[src/rtl/reg_bank_arbiter_if.sv]
// Bus bundle between two requesters (A, B) and reg_bank_arbiter.
//
// Handshake: a requester raises its req bit with wr/addr/wdata valid and
// holds them stable until its gnt bit is seen. gnt stays high for the whole
// transaction. ack is a one-cycle completion pulse (rdata is valid while ack
// is high). The requester drops req in the cycle after ack; a req bit that is
// still high when the arbiter is idle counts as a new request.
// fsm_state mirrors the arbiter state (0 IDLE, 1 GRANT, 2 ACCESS, 3 DONE).
interface reg_bank_arbiter_if #(
   parameter int DATA_W   = 4,
   parameter int NUM_REGS = 4,
   parameter int ADDR_W   = 2
);
   logic [1:0]                 req;
   logic                       wr_a;
   logic [ADDR_W-1:0]          addr_a;
   logic [DATA_W-1:0]          wdata_a;
   logic                       wr_b;
   logic [ADDR_W-1:0]          addr_b;
   logic [DATA_W-1:0]          wdata_b;
   logic [1:0]                 gnt;
   logic [1:0]                 ack;
   logic [DATA_W-1:0]          rdata;
   logic [NUM_REGS*DATA_W-1:0] q_all;
   logic [1:0]                 fsm_state;

   modport master (
      output req, wr_a, addr_a, wdata_a, wr_b, addr_b, wdata_b,
      input  gnt, ack, rdata, q_all, fsm_state
   );

   modport slave (
      input  req, wr_a, addr_a, wdata_a, wr_b, addr_b, wdata_b,
      output gnt, ack, rdata, q_all, fsm_state
   );
endinterface

[src/rtl/reg_bank_arbiter.sv]
// reg_bank_arbiter: two-requester arbiter and sequencer for a small bank of
// DATA_W-bit registers. Each transaction runs IDLE -> GRANT -> ACCESS -> DONE.
// Contention (req == 2'b11) is resolved round-robin on the last-served
// requester; define REG_ARB_FIXED_PRIO_EN to make A always win instead.
// Addresses >= NUM_REGS ignore writes and read back 0.
module reg_bank_arbiter #(
   parameter int DATA_W   = 4,
   parameter int NUM_REGS = 4,
   parameter int ADDR_W   = 2
) (
   input logic               sys_clk,
   input logic               sys_rst_n,
   reg_bank_arbiter_if.slave bus
);

   typedef enum logic [1:0] {
      IDLE   = 2'd0,
      GRANT  = 2'd1,
      ACCESS = 2'd2,
      DONE   = 2'd3
   } state_t;

   state_t                     state_q, state_d;
   logic [1:0]                 gnt_q, gnt_d;
   logic [1:0]                 ack_q, ack_d;
   logic                       pick_a;
   logic                       cap_en;
   logic                       acc_en;
   logic                       cap_wr;
   logic [ADDR_W-1:0]          cap_addr;
   logic [DATA_W-1:0]          cap_wdata;
   logic [DATA_W-1:0]          rdata_q;
   logic [DATA_W-1:0]          rd_val;
   logic [NUM_REGS*DATA_W-1:0] regs_q;

`ifdef REG_ARB_FIXED_PRIO_EN
   // A wins whenever it requests; no fairness pointer is kept
   always_comb pick_a = bus.req[0];
`else
   logic last_b_q;  // 1 = B was served last, so A wins the next contention

   // Round-robin: on contention serve the requester not served last
   always_comb pick_a = bus.req[0] & (~bus.req[1] | last_b_q);

   // Remember who was selected each time a transaction starts
   always_ff @(posedge sys_clk or negedge sys_rst_n) begin
      if (!sys_rst_n) begin
         last_b_q <= 1'b1;
      end else if (state_q == IDLE && bus.req != 2'b00) begin
         last_b_q <= ~pick_a;
      end
   end
`endif

   // State register and registered handshake outputs
   always_ff @(posedge sys_clk or negedge sys_rst_n) begin
      if (!sys_rst_n) begin
         state_q <= IDLE;
         gnt_q   <= 2'b00;
         ack_q   <= 2'b00;
      end else begin
         state_q <= state_d;
         gnt_q   <= gnt_d;
         ack_q   <= ack_d;
      end
   end

   // Next state, next grant/ack and datapath strobes
   always_comb begin
      state_d = state_q;
      gnt_d   = gnt_q;
      ack_d   = 2'b00;
      cap_en  = 1'b0;
      acc_en  = 1'b0;
      case (state_q)
         IDLE: begin
            if (bus.req != 2'b00) begin
               state_d = GRANT;
               gnt_d   = pick_a ? 2'b01 : 2'b10;
            end
         end
         GRANT: begin
            cap_en  = 1'b1;
            state_d = ACCESS;
         end
         ACCESS: begin
            acc_en  = 1'b1;
            ack_d   = gnt_q;
            state_d = DONE;
         end
         DONE: begin
            gnt_d   = 2'b00;
            state_d = IDLE;
         end
         default: begin
            gnt_d   = 2'b00;
            state_d = IDLE;
         end
      endcase
   end

   // Capture the granted requester's command while in GRANT
   always_ff @(posedge sys_clk or negedge sys_rst_n) begin
      if (!sys_rst_n) begin
         cap_wr    <= 1'b0;
         cap_addr  <= '0;
         cap_wdata <= '0;
      end else if (cap_en) begin
         cap_wr    <= gnt_q[1] ? bus.wr_b    : bus.wr_a;
         cap_addr  <= gnt_q[1] ? bus.addr_b  : bus.addr_a;
         cap_wdata <= gnt_q[1] ? bus.wdata_b : bus.wdata_a;
      end
   end

   // Read mux; an address with no register behind it yields 0
   always_comb begin
      rd_val = '0;
      for (int i = 0; i < NUM_REGS; i++) begin
         if (cap_addr == i[ADDR_W-1:0]) begin
            rd_val = regs_q[i*DATA_W +: DATA_W];
         end
      end
   end

   // Register bank write and read-data latch during ACCESS
   always_ff @(posedge sys_clk or negedge sys_rst_n) begin
      if (!sys_rst_n) begin
         regs_q  <= '0;
         rdata_q <= '0;
      end else if (acc_en) begin
         if (cap_wr) begin
            for (int i = 0; i < NUM_REGS; i++) begin
               if (cap_addr == i[ADDR_W-1:0]) begin
                  regs_q[i*DATA_W +: DATA_W] <= cap_wdata;
               end
            end
         end else begin
            rdata_q <= rd_val;
         end
      end
   end

   assign bus.gnt       = gnt_q;
   assign bus.ack       = ack_q;
   assign bus.rdata     = rdata_q;
   assign bus.q_all     = regs_q;
   assign bus.fsm_state = state_q;

endmodule

[src/flat_wrapper.sv]
// flat-port wrapper written by rule: the top's interface ports become plain ports
module reg_bank_arbiter_flat 
#(
   parameter int DATA_W   = 4,
   parameter int NUM_REGS = 4,
   parameter int ADDR_W   = 2
)
  (sys_clk, sys_rst_n, bus_req, bus_wr_a, bus_addr_a, bus_wdata_a, bus_wr_b, bus_addr_b, bus_wdata_b, bus_gnt, bus_ack, bus_rdata, bus_q_all, bus_fsm_state);
  reg_bank_arbiter_if #(.DATA_W(DATA_W), .NUM_REGS(NUM_REGS), .ADDR_W(ADDR_W)) bus_i ();
  input logic sys_clk;
  input logic sys_rst_n;
  input wire logic [$bits(bus_i.req)-1:0] bus_req;
  input wire logic [$bits(bus_i.wr_a)-1:0] bus_wr_a;
  input wire logic [$bits(bus_i.addr_a)-1:0] bus_addr_a;
  input wire logic [$bits(bus_i.wdata_a)-1:0] bus_wdata_a;
  input wire logic [$bits(bus_i.wr_b)-1:0] bus_wr_b;
  input wire logic [$bits(bus_i.addr_b)-1:0] bus_addr_b;
  input wire logic [$bits(bus_i.wdata_b)-1:0] bus_wdata_b;
  output wire logic [$bits(bus_i.gnt)-1:0] bus_gnt;
  output wire logic [$bits(bus_i.ack)-1:0] bus_ack;
  output wire logic [$bits(bus_i.rdata)-1:0] bus_rdata;
  output wire logic [$bits(bus_i.q_all)-1:0] bus_q_all;
  output wire logic [$bits(bus_i.fsm_state)-1:0] bus_fsm_state;
  assign bus_i.req = bus_req;
  assign bus_i.wr_a = bus_wr_a;
  assign bus_i.addr_a = bus_addr_a;
  assign bus_i.wdata_a = bus_wdata_a;
  assign bus_i.wr_b = bus_wr_b;
  assign bus_i.addr_b = bus_addr_b;
  assign bus_i.wdata_b = bus_wdata_b;
  assign bus_gnt = bus_i.gnt;
  assign bus_ack = bus_i.ack;
  assign bus_rdata = bus_i.rdata;
  assign bus_q_all = bus_i.q_all;
  assign bus_fsm_state = bus_i.fsm_state;
  reg_bank_arbiter #(.DATA_W(DATA_W), .NUM_REGS(NUM_REGS), .ADDR_W(ADDR_W)) u_core (.sys_clk(sys_clk), .sys_rst_n(sys_rst_n), .bus(bus_i));
endmodule
[config.mk]
export PLATFORM = sky130hd
export DESIGN_NAME = reg_bank_arbiter_flat
export DESIGN_NICKNAME = d
export VERILOG_FILES = /design/src/rtl/reg_bank_arbiter_if.sv /design/src/rtl/reg_bank_arbiter.sv /design/src/flat_wrapper.sv
export SDC_FILE = /design/constraint.sdc
export NUM_CORES = 1
export LEC_CHECK = 0
export CORE_ASPECT_RATIO = 1.1
export CORE_MARGIN = 2
export CORE_UTILIZATION = 30
export CTS_CLUSTER_SIZE = 14
export DETAILED_ROUTE_END_ITERATION = 8
export PLACE_DENSITY = 0.56
export SYNTH_ARGS = -nofsm -noshare
export SYNTH_HDL_FRONTEND = slang
export SYNTH_SLANG_ARGS = --single-unit
[constraint.sdc]
create_clock -name sys_clk -period 4.81 [get_ports sys_clk]
set_clock_uncertainty 0.1 [all_clocks]
set_input_delay 0.481 -clock sys_clk [delete_from_list [all_inputs] [get_ports sys_clk]]
set_output_delay 0.481 -clock sys_clk [all_outputs]
set_load 0.03 [all_outputs]
==> results.toml <==
[status]
status = "finished clean"

[routing]
firstDrtPassIters = 6
detailroute.via_count = 1051
drt_iter0_markers = 36
wl_per_cell_um = 15.48
drc = 0
postRouteAntennaNets = 0
drt_wl_total_um = 3344
via_per_inst = 4.866

[worst_setup_path]
cp.depth = 1
path_max_fanout = 10
worstPathArrival_ps = 1680
cp-start-kind = "flip-flop"
path_delay_family = "buffers and inverters"
max_stage_delay_ps = 760
worstSetupEndpointType = "output pin"
crit_required_ps = 4230
critPathSlowestCell = "clkdlybuf4s50_1"
reg2regPathDepth = 4
r2r-start = "u_core.bus.fsm_state[0]"
crit_path_cell_trace = "clkdlybuf4s50_1"
startpoint = "u_core.bus.gnt[1]"
path_buf_inv = 1
critPathKind = "reg2out"

[clock_tree]
cts_tree = "built"
clk_latency_ps = 270
cts.sink_count = 34
postCtsSetupRepairBufs = 0
htree_levels = 2
cts_buffers = 5
cts_hold_buf = 0
cts_max_path_buffers = 2
ctsResizeCount = 0
cts-root-buf = "clkbuf_8"
clkTransAtPathRegs_ps = 70

[logic_synthesis]
synth_most_common_cell = "dfrtp_1"
synth-seq-area-share = 0.5555
synth-xor-area-share = 0
yosysTopAreaCellShare = 0.5383
synthSimpleGateAreaFrac = 0.07259
synth_compound_area_frac = 0.05139
synthFlopType = "dfrtp_1"
synth_cells = 110
syn_area_per_cell_um2 = 13.95
async_reset_ff_frac = 1.000
yosysUniqueCellTypes = 24
synthTopCellsByArea = "dfrtp_1 (54%), mux2_2 (15%), mux4_2 (5.9%)"
synth_top_family_by_area = "multiplexers"
ys_ff_latch = 34
yosys.area.top_type = "dfrtp_1"
yosys_warnings = 0
synthAdderAreaFrac = 0.04078
synth_edf_count = 0
synthTopCellsByCount = "dfrtp_1 (33), mux2_2 (21), a21oi_1 (9)"
synthesis.area_mm2 = 0.001534
syn_nets = 133
synthMuxAreaShare = 0.2586

[grt]
grt_max_degree = 35
use_met2 = 0.2138
grt.overflow.total = 0
grt_util_met3 = 0.04442
grt_util_met1 = 0.1511
busiest_layer = "met2"
track_usage = 0.1271
grt_pass1_wl_um = 5457
antenna_found_initial = 0
grt_pass1_vias = 1098

[flow_run]
max_cap_viol_count = 0

[timing]
fin_tns_setup_ps = 0
tightest_slew_ps = 479.2
rsz0062_at_grt = "no"
worst_slack_ps = 2548
min_period_ps = 2262
slew_headroom = 0.6805
fmax_mhz = 442.2
slew_violations = 0
hold_violations = 0
setup_viol = 0
period_share = 0.4702

[placement]
gp_routability_congestion = 0.7872
dp_slack_ps = 2771
dpl.cell_count = 208
place_area_mm2 = 0.002019
io_buffers = 43
dp_hpwl_um = 2565

[power_and_ir_drop]
p_int_mw = 0.9380
power_density_mw_per_mm2 = 745.5
finalPower_mw = 1.574
p_leak_nw = 0.8596
comb_power_share = 0.500
vdd_drop_max_mv = 0.2536
power_frac_seq = 0.366
p_sw_mw = 0.6356
p_sw_frac = 0.4039
clkPwrFrac = 0.134

[min_path]
hold_class = "reg2reg"
hold_depth = 1
hp-start = "u_core.bus.rdata[2]"

[cells_and_area]
final_cell_area_mm2 = 0.002111
nets = 180
diodes = 0
stdcell_count = 216
nFillCells = 462
area_growth_pct = 37.60
drive_gt1_frac = 0.2215
ff_latch_area_um2 = 852.1
multi_input_area_um2 = 649.4

[die]
die_x_um = 72.18
initial_utilization = 0.3089
fp-row-count = 27
core-area_mm2 = 0.004966
fp.dieH_um = 79.00
dieArea_mm2 = 0.005702
design.portCount = 44
-- routing by layer --
layer  share of wire  up-vias
li1                -      487
met1            0.42      518
met2            0.49       42
met3           0.070        4
met4          0.0093        0
met5               0        -
-- per-stage QoR --
step           hold slack, ps    util
2_1_floorplan           85.41       -
3_3_place_gp            387.3  0.4067
3_5_place_dp            395.5  0.4067
4_1_cts                 411.4  0.4250
5_1_grt                 439.5  0.4250
6_report                407.8  0.4250
-- cell families (layout without fill, tap and decap cells) --
kind of cell / count (synthesis) / in the layout
muxes: 32 / 32
adders and majority gates: 5 / 5
AOI/OAI and AO/OA: 13 / 13
DFF: 34 / 34
buffers and inverters: 6 / 54
and+or+nand+nor: 20 / 20
-- flip-flops by register name, summed over array words and instances, names as in the netlist --
register and count:
u_core.bus.gnt 2, u_core.bus.rdata 4, u_core.last_b_q 1, u_core.cap_addr 2, u_core.cap_wdata 4, u_core.bus.q_all 16
u_core.bus.fsm_state 2, u_core.cap_wr 1, u_core.bus.ack 2
-- area by class of cell --
type | instances | share of cell area
clock buffer | 7 | 0.04090
clock inverter | 1 | 0.002371
sequential | 34 | 0.4037
timing repair buffer | 44 | 0.2075
inverter | 2 | 0.003557
tap | 58 | 0.03438
multi-input combinational | 70 | 0.3076
-- cell usage in the layout, fill, tap and decap left out --
cell type and n:
nor3b_1 1, o21bai_1 1, mux2i_1 7, nor2b_1 1, mux2_2 21, a31oi_1 1, clkdlybuf4s50_1 43, nor3_1 1
and2_1 2, nor2_1 7, dfstp_2 1, nand2b_1 2, clkbuf_1 1, ha_1 5, buf_4 1, a21oi_1 9
mux4_2 4, nand4_1 1, nand4b_1 2, clkinv_2 1, inv_1 2, nand2_1 2, dfrtp_1 33, nor3_2 1
clkbuf_8 6, a32o_1 2
-- power by group through the flow --
stage / Combinational (mW) / Sequential (mW) / Clock, mW
6_report: 0.787 / 0.576 / 0.211
5_1_grt: 0.840 / 0.602 / 0.235
3_5_place_dp: 0.797 / 0.586 / 0
3_3_place_gp: 0.779 / 0.575 / 0
2_1_floorplan: 0.343 / 0.723 / 0
4_1_cts: 0.799 / 0.580 / 0.221
-- path summary, 6_finish.rpt --
check,to,slack [ps]
max,bus_gnt[1],2550
min,u_core.bus.rdata[2],410
max reg2reg,u_core.bus.fsm_state[1],2940
min reg2reg,u_core.bus.rdata[2],410
max in group asynchronous,u_core.last_b_q,3760
min in group asynchronous,u_core.bus.rdata[2],520
No activity file was read; power rests on OpenSTA's default activity.
